`src/rtl/fetch_predict.sv`:
```
// Fetch stage of a Y86-64 style pipeline: decodes the ten bytes at f_PC,
// predicts the next PC and holds the F (predicted PC) and D pipeline registers.
module fetch_predict (
  input  logic        clk,
  input  logic        rst_n,
  input  logic [63:0] f_PC,
  input  logic [79:0] instr,
  input  logic        imem_error,
  input  logic        F_stall,
  input  logic        D_stall,
  input  logic        D_bubble,
  output logic [63:0] F_predPC,
  output logic [3:0]  D_stat,
  output logic [3:0]  D_icode,
  output logic [3:0]  D_ifun,
  output logic [3:0]  D_rA,
  output logic [3:0]  D_rB,
  output logic [63:0] D_valC,
  output logic [63:0] D_valP
);

  localparam logic [3:0] STAT_AOK = 4'd1;
  localparam logic [3:0] STAT_HLT = 4'd2;
  localparam logic [3:0] STAT_ADR = 4'd3;
  localparam logic [3:0] STAT_INS = 4'd4;

  localparam logic [3:0] I_HALT  = 4'h0;
  localparam logic [3:0] I_NOP   = 4'h1;
  localparam logic [3:0] I_JXX   = 4'h7;
  localparam logic [3:0] I_CALL  = 4'h8;
  localparam logic [3:0] I_LAST  = 4'hB;
  localparam logic [3:0] REG_NONE = 4'hF;

  logic [3:0]  w_icode;
  logic [3:0]  w_ifun;
  logic        w_instr_valid;
  logic        w_need_regids;
  logic        w_need_valC;
  logic [3:0]  w_rA;
  logic [3:0]  w_rB;
  logic [63:0] w_valC;
  logic [63:0] w_valP;
  logic [3:0]  w_stat;
  logic [63:0] w_predPC;

  logic [63:0] r_predPC;
  logic [3:0]  r_stat;
  logic [3:0]  r_icode;
  logic [3:0]  r_ifun;
  logic [3:0]  r_rA;
  logic [3:0]  r_rB;
  logic [63:0] r_valC;
  logic [63:0] r_valP;

  // A bad fetch address is turned into a nop so nothing downstream acts on garbage.
  assign w_icode       = imem_error ? I_NOP : instr[7:4];
  assign w_ifun        = imem_error ? 4'h0  : instr[3:0];
  assign w_instr_valid = (w_icode <= I_LAST);

  always_comb begin
    w_need_regids = 1'b0;
    w_need_valC   = 1'b0;
    case (w_icode)
      4'h2, 4'h6, 4'hA, 4'hB: w_need_regids = 1'b1;
      4'h3, 4'h4, 4'h5: begin
        w_need_regids = 1'b1;
        w_need_valC   = 1'b1;
      end
      4'h7, 4'h8: w_need_valC = 1'b1;
      default: begin
        w_need_regids = 1'b0;
        w_need_valC   = 1'b0;
      end
    endcase
  end

  always_comb begin
    w_rA   = REG_NONE;
    w_rB   = REG_NONE;
    w_valC = 64'd0;
    if (w_need_regids) begin
      w_rA = instr[15:12];
      w_rB = instr[11:8];
    end
    if (w_need_valC) begin
      w_valC = w_need_regids ? instr[79:16] : instr[71:8];
    end
  end

  // Invalid icodes decode with no register or constant bytes, so length is 1.
  assign w_valP = f_PC + 64'd1 + {63'd0, w_need_regids} +
                  (w_need_valC ? 64'd8 : 64'd0);

  always_comb begin
    w_stat = STAT_AOK;
    if (imem_error)         w_stat = STAT_ADR;
    else if (!w_instr_valid) w_stat = STAT_INS;
    else if (w_icode == I_HALT) w_stat = STAT_HLT;
  end

  // Jumps are always predicted taken; ret falls through and is fixed up by the PC-select mux.
  assign w_predPC = ((w_icode == I_JXX) || (w_icode == I_CALL)) ? w_valC : w_valP;

  always_ff @(posedge clk) begin
    if (!rst_n) begin
      r_predPC <= 64'd0;
    end else if (!F_stall) begin
      r_predPC <= w_predPC;
    end
  end

  // Stall has priority over bubble; reset overrides both.
  always_ff @(posedge clk) begin
    if (!rst_n || (D_bubble && !D_stall)) begin
      r_stat  <= STAT_AOK;
      r_icode <= I_NOP;
      r_ifun  <= 4'h0;
      r_rA    <= REG_NONE;
      r_rB    <= REG_NONE;
      r_valC  <= 64'd0;
      r_valP  <= 64'd0;
    end else if (!D_stall) begin
      r_stat  <= w_stat;
      r_icode <= w_icode;
      r_ifun  <= w_ifun;
      r_rA    <= w_rA;
      r_rB    <= w_rB;
      r_valC  <= w_valC;
      r_valP  <= w_valP;
    end
  end

  assign F_predPC = r_predPC;
  assign D_stat   = r_stat;
  assign D_icode  = r_icode;
  assign D_ifun   = r_ifun;
  assign D_rA     = r_rA;
  assign D_rB     = r_rB;
  assign D_valC   = r_valC;
  assign D_valP   = r_valP;

endmodule

```
`config.mk`:
```
export PLATFORM = sky130hd
export DESIGN_NAME = fetch_predict
export DESIGN_NICKNAME = d
export VERILOG_FILES = /design/src/rtl/fetch_predict.sv
export SDC_FILE = /design/constraint.sdc
export NUM_CORES = 1
export LEC_CHECK = 0
export CORE_UTILIZATION = 25
export CTS_CLUSTER_DIAMETER = 60
export CTS_CLUSTER_SIZE = 20
export DETAILED_ROUTE_END_ITERATION = 8
export PLACE_DENSITY = 0.47
export SYNTH_ARGS = -nofsm -noshare
export SYNTH_HDL_FRONTEND = slang
export SYNTH_SLANG_ARGS = --single-unit
export TNS_END_PERCENT = 50
```
`constraint.sdc`:
```
create_clock -name clk -period 7.65 [get_ports clk]
set_input_delay 1.53 -clock clk [delete_from_list [all_inputs] [get_ports clk]]
set_output_delay 1.53 -clock clk [all_outputs]
set_load 0.01 [all_outputs]
```
# ---- Word-level counts from Yosys, hierarchy flattened
# Cells that the tools add are included.
dict set report classes {
  add_sub_neg 3
  order_cmp 1
  n_eq_ne 9
  mux 13
  reduce_logical 8
}
# op count
set op_table {}
lappend op_table {{2-to-1 mux 64 bit} 3}
lappend op_table {{adder 64 x 1 -> 64 bit} 1}
lappend op_table {{adder 64 x 1 -> 64 bit (second input constant)} 1}
lappend op_table {{adder 64 x 4 -> 64 bit} 1}
lappend op_table {{2-to-1 mux 4 bit} 5}
lappend op_table {{equality test 4 x 3 -> 1 bit (second input constant)} 4}
lappend op_table {{equality test 4 bit (second input constant)} 3}
lappend op_table {{equality test 4 x 2 -> 1 bit (second input constant)} 2}
lappend op_table {{OR reduction 7 bit} 1}
lappend op_table {{2-to-1 mux 3 bit} 2}
lappend op_table {{OR reduction 5 bit} 1}
lappend op_table {{<= comparator 4 bit (second input constant)} 1}
lappend op_table {{logical NOT 4 bit} 1}
lappend op_table {{logical NOT 1 bit} 2}
lappend op_table {{logical OR 1 bit} 2}
lappend op_table {{2-to-1 mux 1 bit} 2}
lappend op_table {{2-to-1 mux 2 bit} 1}
lappend op_table {{logical AND 1 bit} 1}
dict set report word_totals {
  reg_bits 212
  input_bits 150
  output_inout_bits 212
  elab_cells 42
}

# ---- Longest topological paths before layout
dict set report depth {
  word_depth 7
  mapped_depth 16
}

# ---- Worst setup path after synthesis
# Ideal clock, no wire load.
dict set report synth_path {
  path_type {input -> register}
  from {in instr[6]}
  to {reg r_predPC[51], in the netlist F_predPC[51]}
  t_arrival_ns 4.753
  required_ns 7.534
  slack_ns 2.780
  path_stages 14
  n_path_buf 3
  cell_sequence {clkbuf_1 or4b_2 o21ai_0 nand2_1 inv_1 clkbuf_1 ha_1 and4b_1 o211ai_1 or3_1 clkbuf_1 nor4_1 xor2_1 a31o_2}
}
dict set report synth_between {
  elab_chain_len 7
}
# element line
set synth_lines {}
lappend synth_lines {{start, declared} 7} ;# input logic [79:0] instr,
lappend synth_lines {{2-to-1 mux 4 bit *} 56} ;# assign w_icode = imem_error ? I_NOP : instr[7:4];
lappend synth_lines {{equality test 4 x 2 -> 1 bit (tied with other cells)} 63} ;# case (w_icode)
lappend synth_lines {{OR reduction 7 bit (no source line) / OR reduction 5 bit (equally long branches)} -}
lappend synth_lines {{2-to-1 mux 1 bit} 63}
lappend synth_lines {{adder 64 x 1 -> 64 bit (tied with other cells)} 91} ;# assign w_valP = f_PC + 64'd1 + {63'd0, w_need_regids} +
lappend synth_lines {{adder 64 x 4 -> 64 bit / 2-to-1 mux 64 bit (equally long branches)} {91, 85}}
lappend synth_lines {{2-to-1 mux 64 bit *} 102} ;# assign w_predPC = ((w_icode == I_JXX) || (w_icode == I_CALL)) ? w_valC : w_valP;
lappend synth_lines {{end signal, assigned} 108} ;# r_predPC <= w_predPC;
lappend synth_lines {{end, declared} 46} ;# logic [63:0] r_predPC;
# Every way passes the cells marked *; elsewhere a longest branch is shown, timed or not.
# A chain may end at the register's enable or synchronous reset.

# ---- Final worst setup path
dict set report layout_path {
  from {in instr[5]}
  to {reg r_valP[52], in the netlist D_valP[52]}
}
dict set report layout_between {
  elab_chain_len 6
}
# element line
set layout_lines {}
lappend layout_lines {{2-to-1 mux 4 bit *} 56}
lappend layout_lines {{equality test 4 x 2 -> 1 bit (tied with other cells)} 63}
lappend layout_lines {{OR reduction 7 bit (no source line) / OR reduction 5 bit (equally long branches)} -}
lappend layout_lines {{2-to-1 mux 1 bit} 63}
lappend layout_lines {{adder 64 x 1 -> 64 bit / 2-to-1 mux 4 bit (equally long branches)} {91, 92}}
lappend layout_lines {{adder 64 x 4 -> 64 bit *} 91}
lappend layout_lines {{end signal, assigned} 129} ;# r_valP <= w_valP;
lappend layout_lines {{end, declared} 53} ;# logic [63:0] r_valP;
# Marked as above.

==> impl_results.md <==
- Ys async rst share: 0
- Synth Area in Compound Gates: 0.189
- Hold depth: 2
- Clk sink count: 211
- Setup Buffers After CTS: 0
- Req. time, crit path: about 8100 ps
- IO Pins: 362
- Post-Synthesis Cells: 1290
- Setup WS post-layout: 1880 ps
- CTS Buf Count: 28
- Prevailing post-synth register cell: dfxtp_1
- Largest family of logic cells by synthesized area: simple AND/OR/NAND/NOR gates
- Startpoint Class: primary input
- Final Max Tran Viols: 0
- Worst reg-to-reg path cell count: 3
- Top post-synthesis cells by area: dfxtp_1, mux2i_1, o21ai_0, a21oi_1, nor2_1
- Clock share of power: 0.449
- Simple-gate share of the synthesized area: 0.235
- Final Hold Fails: 0
- Ys Warns: 0
- Placed wire-length estimate: 38.9 mm
- Post-synth EDFFs: 0
- Post_cts resized: 0
- Final cell count without fillers: 2151
- Via Count: 11100
- Commonest cells in the netlist: dfxtp_1, nor2_1, nand2_1
- Final Critical Period: approximately 5800 ps
- Syn_area_per_cell: between 8 and 9 sq um
- Outcome: complete, no violations
- Clock transition at the registers of the reported paths: 70 ps
- Largest net degree at the start of global routing: 75
- Wirelength, routed: between 50 and 60 mm
- Worst-Margin Slew: around 1300 ps
- Post-DP Area: 0.0144 sq mm
- Max cap viols: 0
- RSZ-0062 raised after global routing: false
- Hold path start: F_predPC[24]$_SDFFE_PN0N_
- Vias per Instance: 5.18
- Crit path max fanout: 18
- Die area: around 0.042 sq mm
- R2R Path End: F_predPC[59]$_SDFFE_PN0N_
- DRT iter0 DRCs: 888
- Wire per inst: 24.1 um
- Fmax: 0.173 GHz
- Worst Path Class, Setup: in2reg
- Pwr dens: 203 mW/mm^2
- GRT Residual Overflow: 0
- Starting density of the core: 0.254
- CTS tree: yes
- Final instance area: between 0.015 and 0.02 sq mm
- Port buffer count: 360
- Slew headroom: 0.119
- Row Count: 74
- CTS Buffer Depth: 3
- Tot Pwr: 3.12 mW
- Hold Slack: ~460 ps
- Most numerous cell in the Yosys netlist: dfxtp_1
- Htree depth: 1
- Internal: 2.20 mW
- Logic pwr share: 0.171
- Core ar.: 0.0408 sq mm
- Lkg Pwr: between 5 and 6 nW
- Die H: 206 um
- ANT nets after route: 0
- Hold/Removal Path Class: reg2reg
- Remaining DRCs: 0
- Cts-stage hold buffer count: 0
- Mapped Nets: 1443
- Synth Cell Area: 0.0104 sq mm
- Initial antenna violation count: 0
- Final Setup Violations: 0
- P_sw: 921 uW
- End of the worst hold path: F_predPC[24]$_SDFFE_PN0N_
- DP Cell Count: 2098
- CP endpoint kind: flip-flop
- Sw frac: 0.296
- Max IR drop VDD: 0.147 mV
- First-pass GRT wire length: 73.7 mm
- Flop pwr share: 0.380
- GRT Util Overall: 0.237
- Post-synthesis cell type count: 68
- Setup TNS: 0 ps
- Reg-to-reg startpoint: F_predPC[59]$_SDFFE_PN0N_
- DRT Pass-1 Iters: 5
- Layout Nets: around 1700
- Final period utilization: 0.754
- Layout cells sized above 1: 0.0680
- Clock skew: 0 ps
- Horiz. Die Dim: 206 um
- Worst R2R Setup Slack: 6700 ps
- GPL Wtd Cong: 0.911
- Number of global-route vias before repair: 10600
- Seq cells post-synth: 211
- Core Util, Final: 0.376
- Root Buffer: clkbuf_16
- Adder-Cell Fraction of Synth Area: 0.00362
- XOR/XNOR Fraction of Synth Area: 0.0491
- Worst slack at placement: 1280 ps
- Mux contribution to synthesized area: 0.0710
- Worst-Skew Late Latency: 550 ps
- Leading area contributor after synthesis: dfxtp_1
- WP data arrival: 6190 ps
- Area growth syn-to-layout: 48.4%
- Top-area cell type share of the netlist area: 0.408
- Post-synthesis sequential area ratio: 0.408
==> flip-flops by register name, indices dropped and copies added, names as in the netlist <==
name / flops
D_valP: 64
D_valC: 64
F_predPC: 64
D_rB: 4
D_icode: 4
D_stat: 3
D_rA: 4
D_ifun: 4
==> worst max-delay path by stage <==
stage / startpoint / endpoint
2_1_floorplan: instr[6] / F_predPC[51]$_SDFFE_PN0N_
3_3_place_gp: instr[5] / D_valP[52]$_SDFFE_PP0N_
3_5_place_dp: instr[5] / D_valP[52]$_SDFFE_PP0N_
4_1_cts: instr[5] / D_valP[52]$_SDFFE_PP0N_
5_1_grt: instr[5] / F_predPC[52]$_SDFFE_PN0N_
6_report: instr[5] / D_valP[52]$_SDFFE_PP0N_
==> worst max-delay path, stage by stage <==
cell and delay (ps):
clkdlybuf4s50_1 600, a21oi_1 360, mux2i_4 120, nor2_2 480
inv_2 370, ha_1 360, inv_1 90, ha_1 180
a31oi_1 230, nand3b_1 480, or4_1 830, o21a_1 260
o21ai_0 180, a21oi_1 90
==> per-layer routing <==
layer / global-route usage / part of all wire / vias to the layer above
met5: 0 / 0 / -
met4: 0.0399 / 0.016 / 0
met3: 0.0472 / 0.073 / 49
met2: 0.355 / 0.43 / 413
met1: 0.350 / 0.48 / 5410
li1: - / - / 5261
==> area by class of cell <==
cell class	instances	area (sq um)
diodes	1	2.50
clock buffers	31	732
clock inverters	21	251
fillers	4240	25500
inverters	11	43.8
multi-input cells	966	5720
flip-flops and latches	211	4220
well taps	532	666
repair buffers	378	3730
==> power by group through the flow <==
stage          Sequential (mW)  Combinational, mW  Clock, mW
2_1_floorplan             1.22              0.202          0
3_3_place_gp              1.21              0.531          0
3_5_place_dp              1.21              0.532          0
4_1_cts                   1.18              0.534       1.43
5_1_grt                   1.19              0.571       1.47
6_report                  1.18              0.534       1.40
==> cell usage in the layout (no fill, tap or decap), types with 5 or more instances in the layout <==
cell type / count
a211oi_1: 6
a21oi_1: 111
a221oi_1: 7
a22oi_1: 11
a2bb2oi_1: 11
a31oi_1: 12
and3_1: 13
and4_1: 11
buf_4: 19
clkbuf_16: 28
clkdlybuf4s50_1: 357
dfxtp_1: 211
inv_1: 7
mux2_2: 9
mux2i_1: 62
nand2_1: 127
nand3_1: 70
nand4_1: 21
nor2_1: 135
nor3_1: 60
nor4_1: 14
o211a_1: 5
o211ai_1: 15
o21a_1: 5
o21ai_0: 118
or3_1: 7
or4_1: 7
xnor2_1: 23
xor2_1: 35
==> cells by family (layout without fill, tap and decap cells) <==
| group | after synthesis | after routing |
|---|---|---|
| flops | 211 | 211 |
| xor+xnor | 58 | 58 |
| simple gates | 499 | 499 |
| fa+ha+maj | 3 | 3 |
| compound gates | 333 | 333 |
| buf+inv | 113 | 441 |
| other cells | 1 | 2 |
| mux | 72 | 72 |
Note: power is estimated with default switching activity, not from simulation.
